--- src/rtl/matrix_stream_loader_if.sv ---
// -----------------------------------------------------------------------------
// matrix_stream_loader_if
// Byte-wide valid/ready element stream that feeds the matrix stream loader.
//   i_data  : stream element (DATA_W bits)
//   i_valid : element valid
//   i_last  : final element of a 32-element frame (qualified by i_valid)
//   o_ready : loader can accept an element this cycle
// Modports: master = stream source, slave = loader.
// -----------------------------------------------------------------------------
interface matrix_stream_loader_if #(
  parameter int DATA_W = 8
);
  logic [DATA_W-1:0] i_data;
  logic              i_valid;
  logic              i_last;
  logic              o_ready;

  modport master (
    output i_data,
    output i_valid,
    output i_last,
    input  o_ready
  );

  modport slave (
    input  i_data,
    input  i_valid,
    input  i_last,
    output o_ready
  );
endinterface

--- src/rtl/matrix_stream_loader.sv ---
// -----------------------------------------------------------------------------
// matrix_stream_loader
// Assembles one 4x4 A matrix and one 4x4 B matrix from a 32-element stream
// (row-major A, then row-major B), launches the systolic array with a
// one-cycle strobe, then blocks input until the array returns a result or
// the wait times out.
// Ports:
//   i_clk, i_arst   : clock, asynchronous active-high reset
//   stream          : element stream (slave side of matrix_stream_loader_if)
//   o_a, o_b        : assembled matrices, indexed [row][col]
//   o_validInput    : one-cycle launch strobe to the array
//   i_validResult   : array result-valid pulse (only honoured in WAIT)
//   o_busy          : high while launching or waiting
//   o_frameError    : one-cycle pulse when a frame is mis-terminated
//   o_timeout       : one-cycle pulse when a wait is abandoned
// -----------------------------------------------------------------------------
module matrix_stream_loader #(
  parameter int DATA_W  = 8,
  parameter int TIMEOUT = 31
) (
  input  logic                          i_clk,
  input  logic                          i_arst,
  matrix_stream_loader_if.slave         stream,
  output logic [3:0][3:0][DATA_W-1:0]   o_a,
  output logic [3:0][3:0][DATA_W-1:0]   o_b,
  output logic                          o_validInput,
  input  logic                          i_validResult,
  output logic                          o_busy,
  output logic                          o_frameError,
  output logic                          o_timeout
);

  typedef enum logic [1:0] {
    ST_LOAD,
    ST_LAUNCH,
    ST_WAIT
  } state_t;

  localparam logic [7:0] WAIT_LAST = 8'(TIMEOUT - 1);

  state_t     state, state_next;
  logic [4:0] count, count_next;
  logic [7:0] wait_cnt, wait_next;
  logic       frame_err_next;
  logic       timeout_next;
  logic       beat;

  // o_ready is a flop that is high exactly when the state register is LOAD,
  // so a beat can only ever occur in LOAD.
  assign beat = stream.i_valid & stream.o_ready;

  // NOTE: every variable assigned here gets a default first, so no path
  // leaves one unassigned and no latch is inferred.
  always_comb begin
    state_next     = state;
    count_next     = count;
    wait_next      = wait_cnt;
    frame_err_next = 1'b0;
    timeout_next   = 1'b0;
    unique case (state)
      ST_LOAD: begin
        if (beat) begin
          if (count == 5'd31 && stream.i_last) begin
            state_next = ST_LAUNCH;
            count_next = '0;
          end else if (count == 5'd31 || stream.i_last) begin
            // Frame ended early or overran its 32 elements: drop it.
            frame_err_next = 1'b1;
            count_next     = '0;
          end else begin
            count_next = count + 5'd1;
          end
        end
      end
      ST_LAUNCH: begin
        state_next = ST_WAIT;
        wait_next  = '0;
      end
      ST_WAIT: begin
        // A result arriving on the terminal count wins over the timeout.
        if (i_validResult) begin
          state_next = ST_LOAD;
        end else if (wait_cnt == WAIT_LAST) begin
          state_next   = ST_LOAD;
          timeout_next = 1'b1;
        end else begin
          wait_next = wait_cnt + 8'd1;
        end
      end
      default: state_next = ST_LOAD;
    endcase
  end

  // NOTE: sequential state uses non-blocking assignments so every flop
  // samples pre-edge values regardless of statement order.
  always_ff @(posedge i_clk or posedge i_arst) begin
    if (i_arst) begin
      state          <= ST_LOAD;
      count          <= '0;
      wait_cnt       <= '0;
      stream.o_ready <= 1'b1;
      o_validInput   <= 1'b0;
      o_busy         <= 1'b0;
      o_frameError   <= 1'b0;
      o_timeout      <= 1'b0;
    end else begin
      state          <= state_next;
      count          <= count_next;
      wait_cnt       <= wait_next;
      stream.o_ready <= (state_next == ST_LOAD);
      o_validInput   <= (state_next == ST_LAUNCH);
      o_busy         <= (state_next != ST_LOAD);
      o_frameError   <= frame_err_next;
      o_timeout      <= timeout_next;
    end
  end

  // NOTE: the matrix storage is reset because the array sees o_a/o_b
  // directly and they must read as zero out of reset.
  always_ff @(posedge i_clk or posedge i_arst) begin
    if (i_arst) begin
      o_a <= '0;
      o_b <= '0;
    end else if (beat) begin
      // count[4] selects A (first 16 elements) or B; low bits give row/col.
      if (!count[4]) begin
        o_a[count[3:2]][count[1:0]] <= stream.i_data;
      end else begin
        o_b[count[3:2]][count[1:0]] <= stream.i_data;
      end
    end
  end

endmodule

--- src/flat_wrapper.sv ---
// flat-port wrapper written by rule: the top's interface ports become plain ports
module matrix_stream_loader_flat 
#(
  parameter int DATA_W  = 8,
  parameter int TIMEOUT = 31
)
  (i_clk, i_arst, o_a, o_b, o_validInput, i_validResult, o_busy, o_frameError, o_timeout, stream_i_data, stream_i_valid, stream_i_last, stream_o_ready);
  matrix_stream_loader_if #(.DATA_W(DATA_W)) stream_i ();
  input  logic i_clk;
  input  logic i_arst;
  output logic [3:0][3:0][DATA_W-1:0] o_a;
  output logic [3:0][3:0][DATA_W-1:0] o_b;
  output logic o_validInput;
  input  logic i_validResult;
  output logic o_busy;
  output logic o_frameError;
  output logic o_timeout;
  input wire logic [$bits(stream_i.i_data)-1:0] stream_i_data;
  input wire logic [$bits(stream_i.i_valid)-1:0] stream_i_valid;
  input wire logic [$bits(stream_i.i_last)-1:0] stream_i_last;
  output wire logic [$bits(stream_i.o_ready)-1:0] stream_o_ready;
  assign stream_i.i_data = stream_i_data;
  assign stream_i.i_valid = stream_i_valid;
  assign stream_i.i_last = stream_i_last;
  assign stream_o_ready = stream_i.o_ready;
  matrix_stream_loader #(.DATA_W(DATA_W), .TIMEOUT(TIMEOUT)) u_core (.i_clk(i_clk), .i_arst(i_arst), .stream(stream_i), .o_a(o_a), .o_b(o_b), .o_validInput(o_validInput), .i_validResult(i_validResult), .o_busy(o_busy), .o_frameError(o_frameError), .o_timeout(o_timeout));
endmodule
--- config.mk ---
export PLATFORM = sky130hd
export DESIGN_NAME = matrix_stream_loader_flat
export DESIGN_NICKNAME = d
export VERILOG_FILES = /design/src/rtl/matrix_stream_loader_if.sv /design/src/rtl/matrix_stream_loader.sv /design/src/flat_wrapper.sv
export SDC_FILE = /design/constraint.sdc
export NUM_CORES = 1
export LEC_CHECK = 0
export CAP_MARGIN = 5
export CELL_PAD_IN_SITES_DETAIL_PLACEMENT = 0
export CELL_PAD_IN_SITES_GLOBAL_PLACEMENT = 2
export CORE_MARGIN = 5
export CORE_UTILIZATION = 34
export CTS_CLUSTER_DIAMETER = 120
export CTS_CLUSTER_SIZE = 40
export DETAILED_ROUTE_END_ITERATION = 16
export PLACE_DENSITY = 0.8
export SETUP_SLACK_MARGIN = 0.2
export SYNTH_ARGS = -nofsm -noshare
export SYNTH_HDL_FRONTEND = slang
export SYNTH_SLANG_ARGS = --single-unit
--- constraint.sdc ---
create_clock -name i_clk -period 10.9 [get_ports i_clk]
set_input_delay 2.18 -clock i_clk [delete_from_list [all_inputs] [get_ports i_clk]]
set_output_delay 2.18 -clock i_clk [all_outputs]
set_load 0.005 [all_outputs]
======== Yosys cells after proc, flatten, opt, wreduce, memory -nomap -nowiden ========
Cells that the tools add are included.
word-level totals
  bits in registers ....................... 276
  input port bits ......................... 13
  output and inout port bits .............. 261
  logic and storage cells ................. 90
cells by class
  add/sub/neg operators ................... 2
  $lt $le $gt $ge ......................... 4
  equal/unequal tests ..................... 7
  multiplexer cells ....................... 23
  bitwise logic cells ..................... 2
  reductions and logical operators ........ 12
operator list
  kind                 number
  $bwmux 128           2
  $demux 32 s2         1
  $mux 32              1
  $mux 8               3
  $demux 8 s2          1
  $pmux 8 s2           1
  $mux 5               2
  $add 8x1->8 const B  1
  $eq 8x5->1 const B   1
  $mux 2               4
  $mux 1               7
  $lt 2x3->1 const B   2
  $pmux 2 s3           1
  $reduce_and 2->1     3
  $add 5x1->5 const B  1
  $eq 5x5->1 const B   1
  $eq 2x1->1 const B   2
  $ge 2x1->1 const B   2
  $logic_not 2->1      2
  $ne 2x2->1 const B   2
  $reduce_bool 2->1    2
  $logic_and 1x1->1    3
  $reduce_and 3->1     1
  $eq 2x2->1 const B   1
  other kinds (3)      3

======== Longest topological paths before layout ========
Gate-level depths: netlist of the first run.
  word-level depth ........................ 7
  mapped depth ............................ 9
  gate-level depth less buffers ........... 8

======== Worst setup path before layout of the first run ========
OpenSTA, ideal clock, no wires.
  path type ............................... input -> register
  start point ............................. input port stream_i_valid
  end point ............................... register u_core.o_a[24] (netlist name)
  setup time .............................. 0.125 ns
  arrival ................................. 3.218 ns
  data required time ...................... 10.775 ns
  setup slack ............................. 7.556 ns
  stages .................................. 5
  buffers on the path ..................... 2
  path through ............................ buf_6 -> nand4b_4 -> or3_1 -> buf_4 -> mux2_4
between the ends
  cells in the longest elaborated chain, start to end .. 2
ends and longest elaborated chain
  element                            line                        source
  from (decl)                        flat_wrapper.sv:19          input wire logic [$bits(stream_i.i_valid)-1:0] stream_i_valid;
  $and 1x1->1                        matrix_stream_loader.sv:50  assign beat = stream.i_valid & stream.o_ready;
  $reduce_and 2->1 (no source line)  --
Every way passes these cells.
A chain may end at the register's enable or synchronous reset.

==> implementation parameters, run 1 <==
Parameter                              Value

Drt
  Detailed-routing iteration count for the pre-antenna-repair pass ... 4
  Via count ... 6637
  Uppermost routed layer ... met4
  Average routed wire per standard cell ... 22.5 um
  DRC Markers ... 0
  Number of nets with antenna violations after detailed routing ... 0
  Detailed route wirelength on metal2 ... 14900 um
  Total wire length after detailed routing ... 30500 um
  Mean number of vias per cell ... 4.88
  Routed wire length on met3 ... 1990 um
  Routed met1 length ... 13200 um
  Violation count after the first detailed-routing iteration ... 266

Critical path
  FF-to-FF Start ... u_core.count[2]$_DFFE_PP0P_
  Capture point of the worst reg-to-reg path ... u_core.o_b[114]$_DFFE_PP0P_
  Crit path capture type ... async pin
  Arrival time at the worst endpoint ... 4850 ps
  Worst reg2reg setup slack ... 8460 ps
  Cell depth of the worst flop-to-flop path ... 3
  Endpoint required time on the critical path ... 11420 ps
  Worst setup path start ... i_arst
  Worst-path maximum fanout ... 83
  WS Path Type ... primary input to async pin
  Kind of start point of the critical path ... primary input

Placed design
  IO buf count ... 273
  Final HPWL DP ... 20900 um
  Weighted congestion reported at the end of routability-driven placement ... 0.736

STA
  Slew @ Worst Pin ... 979 ps
  Highest clock rate ... 231 MHz
  Final worst-path cycle share ... 39.8%
  RSZ-0062 raised after global routing ... no
  Headroom to the max-slew limit ... 34.7%
  Total of endpoints with negative setup slack in the final report ... 0
  Clock skew after layout ... 64.9 ps
  Clock period minus worst slack ... 4340 ps
  Final number of max-transition violations ... 0
  Final hold viol count ... 0
  Worst hold slack ... 509 ps
  Total negative slack ... 0 ps

Finish
  Total inserted antenna cells ... 0
  Count of nets after finishing ... 976
  Fraction of layout instances using a drive strength above 1 ... 33.3%
  Area taken by flip-flops and latches ... 6910 um2
  Area of the multi-input gates ... 3870 um2
  Area grow syn2layout ... 31.5%
  Filler cell count in the final layout ... 2888

Floorplanning
  Core outline area ... 31700 um2
  Starting density of the core ... 34.7%
  Full die area ... 36000 um2
  # IOs ... 274
  Chip Width ... 190 um
  Number of core rows ... 65
  Die extent in y ... 190 um

Logic synthesis
  Number of enable-type register cells in the synthesized netlist ... 0
  Leading cell types by total area after synthesis ... dfrtp_1 (63%), mux2_2 (24%), mux2_4 (3.3%), nor2_2 (1.3%), ha_1 (1.0%)
  Dominant combinational cell family by area after synthesis ... multiplexers
  Number of synthesis warnings ... 0
  Most frequently used cell type in the post-synthesis netlist ... dfrtp_1
  Cells after Synth ... 699
  Post-synthesis cell area ... 11000 um2
  Seq/Total Area, Yosys ... 62.8%
  Mean cell area of the mapped netlist ... 15.7 um2
  Biggest area consumer among synthesized cells ... dfrtp_1
  Flip-flop and latch count after synthesis ... 276
  Compound-Gate Fraction of Synth Area ... 0.830%
  Share of the synthesized area in the top cell type ... 62.6%
  Synth Flop Type ... dfrtp_1
  Post-Synth Adder-Cell Area ... 1.02%
  Net count of the mapped netlist ... 721
  Unique masters post-synth ... 43
  Multiplexer area fraction after synthesis ... 27.4%
  Most frequent cells after synthesis ... dfrtp_1 (275), mux2_2 (232), clkbuf_1 (28)
  Ys async rst share ... 100%
  Simple-gate share of the synthesized area ... 5.98%
  Synthesized-area fraction occupied by xor and xnor cells ... 0%

Clock network
  Clock network latency to the later pin of the worst-skew pair ... 500 ps
  CTS Root Buffer Type ... clkbuf_16
  Cts hold-fix bufs ... 0
  H-tree levels ... 1
  Number of buffers between clock root and the deepest sink ... 3
  Buffers inserted during post-CTS setup optimization ... 0
  TritonCTS buffer count ... 11
  Number of instances resized during post-cts repair ... 0
  Post-CTS clock slew at the launch and capture registers of the worst setup and hold paths ... 140 ps
  Clock tree from TritonCTS ... done
  Clock sink count ... 276

Global route
  Global-route wire length before repair ... 46000 um
  GRT overflow ... 0
  Number of antenna violations at the first check in global routing ... 0
  Overall Global Routing Usage ... 16.5%
  Pin count of the biggest net entering global routing ... 84
  Vias in the first global route ... 6831

Worst hold path
  Worst hold path stage count ... 1
  Kind of path behind the tightest hold check ... register to register
  Startpoint of the worst hold path ... u_core.o_b[114]$_DFFE_PP0P_
  Hold endpoint ... u_core.o_b[114]$_DFFE_PP0P_

Power
  Pleak ... 6.62 nW
  Pwr dens ... 153 nW/um2
  Max VDD drop ... 0.000107 V

Outcome
  Result of the run ... finished clean

Job
  Number of violations of the max-capacitance limit ... 0
logic make-up (layout without fill, tap and decap cells):
group	count (synthesis)	after routing
multiplexers	260	260
flip-flops	276	276
adder cells (fa/ha/maj)	9	9
AND/OR/NAND/NOR	91	91
buffers and inverters	49	307
AO/OA/AOI/OAI	14	14
cells in the final DEF, fill, tap and decap left out, drive strengths merged, types with 7 or more instances in the layout:
cell / Yosys / routed
buf: 12 / 11
clkbuf: 28 / 13
clkdlybuf4s50: 0 / 271
dfrtp: 275 / 275
ha: 9 / 9
inv: 9 / 9
mux2: 256 / 256
nand2: 13 / 13
nand2b: 7 / 7
nor2: 23 / 23
nor3: 7 / 7
sequential cells by signal, indices dropped and copies added (netlist names):
register / cells
u_core.stream.o_ready: 1
u_core.o_b: 128
u_core.o_a: 128
u_core.o_validInput: 1
u_core.state: 2
u_core.o_busy: 1
u_core.count: 5
u_core.o_timeout: 1
u_core.o_frameError: 1
u_core.wait_cnt: 8
metal layers:
layer	vias up	track usage, %
li1	2967	-
met1	3486	22.2
met2	159	27.5
met3	25	4.28
met4	0	2.67
met5	-	0
through the flow:
| stage | setup slack, ps | utilization (%) | instance area (um2) | total power [W] | instances |
|---|---|---|---|---|---|
| floorplan | 1110 | - | 11000 | 0.00139 | 699 |
| global placement | 5930 | 44.5 | 14100 | 0.00169 | 1343 |
| detailed placement | 5880 | 44.5 | 14100 | 0.00170 | 1343 |
| CTS | 6460 | 45.6 | 14500 | 0.00224 | 1359 |
| global route | 6140 | 45.6 | 14500 | 0.00231 | 1359 |
| finish | 6560 | 45.6 | 14500 | 0.00221 | 1359 |
how the worst max path moves through the flow:
| stage | end | slack (ps) | cells past startpoint |
|---|---|---|---|
| finish | u_core.o_b[63]$_DFFE_PP0P_ | 6560 | 4 |
| global route | u_core.o_a[87]$_DFFE_PP0P_ | 6140 | 4 |
| CTS | u_core.o_b[45]$_DFFE_PP0P_ | 6460 | 4 |
| detailed placement | u_core.o_b[43]$_DFFE_PP0P_ | 5880 | 4 |
| global placement | u_core.o_b[42]$_DFFE_PP0P_ | 5930 | 4 |
| floorplan | u_core.count[0]$_DFFE_PP0P_ | 1110 | 1 |
final cells by class:
type,count,share of cell area (%)
flip-flops and latches,276,47.8
multi-input cells,374,26.8
inverters,9,0.285
clock inverters,3,0.450
clock buffers,13,1.95
well taps,402,3.48
repair buffers,282,19.3
worst max-delay path, cell delays in order:
cell,delay (ps)
clkdlybuf4s50_1,500
inv_8,440
buf_4,700
buf_4,860
power breakdown:
part	switching [W]	internal, W	total (W)
Combinational	0.000157	0.000299	0.000456
Clock	0.000328	0.000218	0.000545
Sequential	0.0000704	0.00114	0.00121
Power figures use the tool's default switching activity.
==> inputs of run 2 (changes only) <==
- CORE_UTILIZATION: 34 -> 31
- PLACE_DENSITY: 0.8 -> 0.77
- clock period: 10.9 -> 3.7 ns (I/O delays scaled with it)
==> run 2 against run 1 <==
- sequential share of layout area down 0.34 points
- hold slack better by 11 ps
- final cell count up 4.5%
- critical path depth down 3
- power rose to 2.9 times the previous value
- via count up 0.11%
- cell area up 0.71%
- combinational power rose to 3.0 times the previous value
- largest power group unchanged
- core utilization down 4.3 points
- die area up 9.2%
==> implementation parameters, run 2 (synthesis gave the netlist of run 1 again) <==
Parameter                              Value

Power
  Net switching power ... 0.00164 W (was 0.000555 W)
  Max VDD drop ... 0.000289 V (was 0.000107 V)
  Relative contribution of sequential cells to total power ... 54.8% (was 54.7%)
  Clock network fraction of total power ... 24.1% (was 24.7%)
  Pleak ... 6.63 nW (was 6.62 nW)
  Cell-internal power ... 0.00482 W (was 0.00165 W)
  Net Sw Frac ... 25.4% (was 25.1%)
  Pwr dens ... 444 nW/um2 (was 153 nW/um2)
  Combinational group share of total power ... 21.1% (was 20.6%)

Critical path
  Kind of start point of the critical path ... register (was primary input)
  Logic depth of the worst path, buffers included ... 1 (was 4)
  Endpoint required time on the critical path ... 2960 ps (was 11420 ps)
  Worst reg2reg setup slack ... 1420 ps (was 8460 ps)
  WS Path Type ... register to primary output (was primary input to async pin)
  Capture point of the worst reg-to-reg path ... u_core.o_a[76]$_DFFE_PP0P_ (was u_core.o_b[114]$_DFFE_PP0P_)
  Worst-path maximum fanout ... 13 (was 83)
  Slowest cell on the critical path ... dfstp_2 (was buf_4)
  Largest delay contributor family on the critical path ... flip-flops (was buffers and inverters)
  Crit path capture type ... primary output (was async pin)
  FF-to-FF Start ... u_core.count[3]$_DFFE_PP0P_ (was u_core.count[2]$_DFFE_PP0P_)
  Worst path max stage delay ... 760 ps (was 860 ps)
  Cell depth of the worst flop-to-flop path ... 3 (unchanged)
  Arrival time at the worst endpoint ... 1860 ps (was 4850 ps)
  Destination of the critical timing path ... stream_o_ready (was u_core.o_b[63]$_DFFE_PP0P_)
  Worst setup path start ... u_core.stream.o_ready$_DFF_PP1_ (was i_arst)
  Crit path buffers/inverters ... 1 (was 4)
  Cell-by-cell trace of the critical path ... clkdlybuf4s50_1 (was clkdlybuf4s50_1 > inv_8 > buf_4 > buf_4)

Floorplanning
  Core outline area ... 35300 um2 (was 31700 um2)
  Chip Width ... 198 um (was 190 um)
  # IOs ... 274 (unchanged)
  Starting density of the core ... 31.1% (was 34.7%)
  Number of core rows ... 69 (was 65)
  Full die area ... 39300 um2 (was 36000 um2)
  Die extent in y ... 198 um (was 190 um)

Outcome
  Result of the run ... finished clean (unchanged)

Global route
  GRT overflow ... 0 (unchanged)
  Number of antenna violations at the first check in global routing ... 0 (unchanged)
  Vias in the first global route ... 6983 (was 6831)
  Global-route wire length before repair ... 46800 um (was 46000 um)
  Overall Global Routing Usage ... 15.6% (was 16.5%)
  Pin count of the biggest net entering global routing ... 145 (was 84)

Drt
  DRC Markers ... 0 (unchanged)
  Number of nets with antenna violations after detailed routing ... 0 (unchanged)
  Via count ... 6644 (was 6637)
  Average routed wire per standard cell ... 22.1 um (was 22.5 um)
  Total wire length after detailed routing ... 31300 um (was 30500 um)
  Detailed-routing iteration count for the pre-antenna-repair pass ... 4 (unchanged)
  Mean number of vias per cell ... 4.68 (was 4.88)
  Violation count after the first detailed-routing iteration ... 313 (was 266)

Clock network
  Buffers inserted during post-CTS setup optimization ... 0 (unchanged)
  Number of instances resized during post-cts repair ... 0 (unchanged)
  Clock sink count ... 276 (unchanged)
  Post-CTS clock slew at the launch and capture registers of the worst setup and hold paths ... 140 ps (about the same)
  Clock network latency to the later pin of the worst-skew pair ... 500 ps (about the same)
  TritonCTS buffer count ... 11 (unchanged)
  H-tree levels ... 1 (unchanged)
  CTS Root Buffer Type ... clkbuf_16 (unchanged)
  Number of buffers between clock root and the deepest sink ... 3 (unchanged)
  Clock tree from TritonCTS ... done (unchanged)
  Cts hold-fix bufs ... 0 (unchanged)

Finish
  Commonest cells after routing, fill and taps aside ... dfrtp_1 (275), clkdlybuf4s50_1 (271), mux2_2 (232), mux2_4 (24), nor2_2 (22) (unchanged)
  Top flop regs ... u_core.o_a x128, u_core.o_b x128, u_core.wait_cnt x8 (unchanged)
  Area grow syn2layout ... 32.5% (was 31.5%)
  Filler cell count in the final layout ... 3263 (was 2888)
  Final design instance area without fill ... 14600 um2 (was 14500 um2)
  Total inserted antenna cells ... 0 (unchanged)
  Most common cell after layout, fill and taps aside ... dfrtp_1 (unchanged)
  Area taken by flip-flops and latches ... 6910 um2 (unchanged)
  Area of the multi-input gates ... 3870 um2 (unchanged)
  Count of nets after finishing ... 979 (was 976)
  Fraction of layout instances using a drive strength above 1 ... 33.5% (was 33.3%)

Worst hold path
  Kind of path behind the tightest hold check ... register to register (unchanged)
  Worst hold path stage count ... 1 (unchanged)

STA
  RSZ-0062 raised after global routing ... no (unchanged)
  Highest clock rate ... 384 MHz
  Slew @ Worst Pin ... 904 ps (was 979 ps)
  Final hold viol count ... 0 (unchanged)
  Worst hold slack ... 520 ps (was 509 ps)
  Final number of max-transition violations ... 0 (unchanged)
  Setup slack of the critical path after layout ... 1100 ps (was 6560 ps)
  Clock skew after layout ... 36.6 ps (was 64.9 ps)
  Headroom to the max-slew limit ... 39.7% (was 34.7%)
  Final worst-path cycle share ... 70.4%
  Total of endpoints with negative setup slack in the final report ... 0 (unchanged)
  Clock period minus worst slack ... 2600 ps
  Total negative slack ... 0 ps (unchanged)

Job
  Number of violations of the max-capacitance limit ... 0 (unchanged)

Placed design
  IO buf count ... 273 (unchanged)
  Final HPWL DP ... 21200 um (was 20900 um)
  Pre-CTS setup slack ... 648 ps (was 5880 ps)
  Instance area after placement ... 14200 um2 (was 14100 um2)
  Weighted congestion reported at the end of routability-driven placement ... 0.756 (was 0.736)
[run 2: cell types whose count changed in the layout (fill, tap and decap cells not counted)]
cell,before,now
buf_12,0,2
buf_4,9,10
bufinv_16,1,0
clkinv_2,1,0
clkinvlp_4,0,1
inv_16,0,1
inv_8,1,0
[run 2: how the worst min path moves through the flow]
stage                                              start                        endpoint  slack [ps]
after global placement         u_core.o_a[9]$_DFFE_PP0P_       u_core.o_a[9]$_DFFE_PP0P_         490
final                         u_core.o_a[11]$_DFFE_PP0P_      u_core.o_a[11]$_DFFE_PP0P_         520
after detailed placement       u_core.o_a[5]$_DFFE_PP0P_       u_core.o_a[5]$_DFFE_PP0P_         490
after floorplan           u_core.wait_cnt[0]$_DFFE_PP0P_  u_core.wait_cnt[0]$_DFFE_PP0P_         490
after global routing          u_core.o_a[36]$_DFFE_PP0P_      u_core.o_a[36]$_DFFE_PP0P_         530
after CTS                    u_core.o_a[107]$_DFFE_PP0P_     u_core.o_a[107]$_DFFE_PP0P_         520
[run 2: area by class of cell]
class / count / area share, %
clock inverters: 2 / 0.344
repair buffers: 285 / 19.5
well taps: 461 / 3.96
inverters: 9 / 0.258
multi-input cells: 374 / 26.6
flip-flops and latches: 276 / 47.4
clock buffers: 13 / 1.94
[run 2: per-stage QoR]
stage / total power [W] / util [%] / cells
after global placement: 0.00497 / 40.3 / 1405
after CTS: 0.00658 / 41.3 / 1420
after detailed placement: 0.00500 / 40.3 / 1405
final: 0.00646 / 41.3 / 1420
after global routing: 0.00678 / 41.3 / 1420
after floorplan: 0.00410 / - / 699
[run 2: per-layer routing]
layer / wire length [um] / global-route usage (%) / up-vias
li1: - / - / 2961
met5: 0 / 0 / -
met4: 512 / 2.58 / 0
met3: 1840 / 3.25 / 19
met2: 15400 / 26.3 / 152
met1: 13600 / 21.1 / 3512
[run 2: power groups by stage]
stage / Sequential (W) / Combinational [W] / Clock (W)
5_1_grt: 0.00360 / 0.00146 / 0.00172
3_3_place_gp: 0.00360 / 0.00138 / 0
3_5_place_dp: 0.00361 / 0.00139 / 0
4_1_cts: 0.00355 / 0.00139 / 0.00164
6_report: 0.00354 / 0.00136 / 0.00156
2_1_floorplan: 0.00361 / 0.000495 / 0
==> inputs of run 3 (changes only) <==
- CORE_UTILIZATION: 31 -> 34
- PLACE_DENSITY: 0.77 -> 0.8
- clock period: 3.7 -> 2.6 ns (I/O delays scaled with it)
==> run 3 against run 2 <==
- combinational power is 43% higher
- clock power increased by 39%
- clock skew increased by 20 ps
- clock-buffer cell count down 2
- die area is 8.4% lower
- sequential power increased by 43%
- critical path type unchanged
- critical endpoint unchanged
==> implementation parameters, run 3 (synthesis gave the netlist of run 1 again) <==
Parameter                              Value

Clock network
  H-tree levels ... 1 (unchanged)
  Buffers inserted during post-CTS setup optimization ... 0 (unchanged)
  Clock network latency to the later pin of the worst-skew pair ... 500 ps (about the same)
  Post-CTS clock slew at the launch and capture registers of the worst setup and hold paths ... 140 ps (about the same)
  Clock tree from TritonCTS ... done (unchanged)
  CTS Root Buffer Type ... clkbuf_16 (unchanged)
  TritonCTS buffer count ... 11 (unchanged)
  Number of instances resized during post-cts repair ... 0 (unchanged)
  Clock sink count ... 276 (unchanged)
  Number of buffers between clock root and the deepest sink ... 3 (unchanged)
  Cts hold-fix bufs ... 0 (unchanged)

Finish
  Count of nets after finishing ... 1017 (was 979)
  Top flop regs ... u_core.o_a x128, u_core.o_b x128, u_core.wait_cnt x8 (unchanged)
  Most common cell after layout, fill and taps aside ... dfrtp_1 (unchanged)
  Area grow syn2layout ... 35.1% (was 32.5%)
  Total inserted antenna cells ... 0 (unchanged)
  Fraction of layout instances using a drive strength above 1 ... 36.1% (was 33.5%)
  Commonest cells after routing, fill and taps aside ... dfrtp_1 (275), clkdlybuf4s50_1 (271), mux2_2 (232), buf_4 (41), mux2_4 (24) (was dfrtp_1 (275), clkdlybuf4s50_1 (271), mux2_2 (232), mux2_4 (24), nor2_2 (22))
  Final design instance area without fill ... 14900 um2 (was 14600 um2)
  Non-Filler Instances ... 1398 (was 1420)
  Post-layout util ... 46.8% (was 41.3%)

Placed design
  Final HPWL DP ... 22000 um (was 21200 um)
  IO buf count ... 273 (unchanged)
  # placed instances ... 1384 (was 1405)
  Instance area after placement ... 14500 um2 (was 14200 um2)
  Weighted congestion reported at the end of routability-driven placement ... 0.762 (was 0.756)

Global route
  GRT overflow ... 0 (unchanged)
  Vias in the first global route ... 7297 (was 6983)
  Most utilized layer in the global route result ... met2 (unchanged)
  Met3 usage ... 4.42% (was 3.25%)
  Overall Global Routing Usage ... 17.2% (was 15.6%)
  Global-route met2 utilization ... 29.3% (was 26.3%)
  Pin count of the biggest net entering global routing ... 41 (was 145)
  Met1 track demand over resource in global routing ... 22.7% (was 21.1%)
  Number of antenna violations at the first check in global routing ... 1 (was 0)
  Global-route wire length before repair ... 47900 um (was 46800 um)

Critical path
  FF-to-FF Start ... u_core.count[0]$_DFFE_PP0P_ (was u_core.count[3]$_DFFE_PP0P_)
  Slowest cell on the critical path ... dfstp_2 (unchanged)
  Arrival time at the worst endpoint ... 1820 ps (was 1860 ps)
  Capture point of the worst reg-to-reg path ... u_core.o_a[31]$_DFFE_PP0P_ (was u_core.o_a[76]$_DFFE_PP0P_)
  Endpoint required time on the critical path ... 2080 ps (was 2960 ps)
  Worst-path maximum fanout ... 13 (unchanged)
  Cell depth of the worst flop-to-flop path ... 4 (was 3)
  Cell-by-cell trace of the critical path ... clkdlybuf4s50_1 (unchanged)
  Kind of start point of the critical path ... register (unchanged)
  Worst reg2reg setup slack ... 470 ps (was 1420 ps)
  Crit path buffers/inverters ... 1 (unchanged)
  Largest delay contributor family on the critical path ... flip-flops (unchanged)
  Worst path max stage delay ... 760 ps (about the same)
  WS Path Type ... register to primary output (unchanged)
  Crit path capture type ... primary output (unchanged)

Floorplanning
  Core outline area ... 31700 um2 (was 35300 um2)
  Number of core rows ... 65 (was 69)
  # IOs ... 274 (unchanged)
  Chip Width ... 190 um (was 198 um)
  Full die area ... 36000 um2 (was 39300 um2)
  Die extent in y ... 190 um (was 198 um)
  Starting density of the core ... 34.7% (was 31.1%)

STA
  Total of endpoints with negative setup slack in the final report ... 0 (unchanged)
  Highest clock rate ... 428 MHz
  Worst hold slack ... 502 ps (was 520 ps)
  Headroom to the max-slew limit ... 45.2% (was 39.7%)
  Clock period minus worst slack ... 2340 ps
  Slew @ Worst Pin ... 820 ps (was 904 ps)
  RSZ-0062 raised after global routing ... no (unchanged)
  Clock skew after layout ... 57.0 ps (was 36.6 ps)
  Final number of max-transition violations ... 0 (unchanged)
  Final worst-path cycle share ... 89.8%
  Final hold viol count ... 0 (unchanged)

Power
  Pleak ... 6.85 nW (was 6.63 nW)
  Max VDD drop ... 0.000390 V (was 0.000289 V)
  Pwr dens ... 619 nW/um2 (was 444 nW/um2)

Worst hold path
  Kind of path behind the tightest hold check ... primary input to async pin (was register to register)

Drt
  Mean number of vias per cell ... 4.82 (was 4.68)
  Total wire length after detailed routing ... 31600 um (was 31300 um)
  Violation count after the first detailed-routing iteration ... 260 (was 313)
  Detailed-routing iteration count for the pre-antenna-repair pass ... 4 (unchanged)
  DRC Markers ... 0 (unchanged)
  Number of nets with antenna violations after detailed routing ... 0 (unchanged)
  Via count ... 6739 (was 6644)
  Average routed wire per standard cell ... 22.6 um (was 22.1 um)

Job
  Number of violations of the max-capacitance limit ... 0 (unchanged)

Outcome
  Result of the run ... finished clean (unchanged)
-- run 3: cell types whose count changed in the layout (fill, tap and decap cells not counted), sizes merged --
cell,before,now
clkbuf,13,11
clkinv,1,2
buf,14,52
-- run 3: power by group --
group | switching, W | internal [W]
registers | 0.000304 | 0.00477
logic | 0.000667 | 0.00129
clock network | 0.00136 | 0.000809
total | 0.00233 | 0.00687
-- run 3: worst max-delay path by stage --
stage / startpoint / end / slack [ps] / cells after the start
finish: u_core.stream.o_ready$_DFF_PP1_ / stream_o_ready / 260 / 1
CTS: u_core.stream.o_ready$_DFF_PP1_ / stream_o_ready / 220 / 1
detailed placement: stream_i_valid / u_core.o_b[92]$_DFFE_PP0P_ / 5 / 5
floorplan: i_arst / u_core.count[0]$_DFFE_PP0P_ / -1570 / 1
global route: u_core.stream.o_ready$_DFF_PP1_ / stream_o_ready / 210 / 1
global placement: stream_i_valid / u_core.o_b[95]$_DFFE_PP0P_ / 30 / 5
-- run 3: layout make-up --
type / instances / area, um2
clock inverters: 3 / 43.8
clock buffers: 11 / 275
inverters: 9 / 37.5
repair buffers: 323 / 3210
multi-input cells: 374 / 3870
well taps: 402 / 503
flip-flops and latches: 276 / 6910
fillers: 2811 / 16900
-- run 3: through the flow --
step | TNS (ps) | power [W] | worst slack [ps]
final | 0 | 0.00919 | 264
after CTS | 0 | 0.00934 | 224
after global routing | 0 | 0.00963 | 212
after detailed placement | 0 | 0.00716 | 4.70
after floorplan | -432500 | 0.00584 | -1570
after global placement | 0 | 0.00711 | 31.1
-- run 3: per-layer routing --
metal,part of all wire [%],up-vias,routed length [um]
li1,-,3036,-
met1,43,3504,13700
met2,49,170,15400
met3,6.2,27,1960
met4,1.5,2,487
met5,0.041,-,13
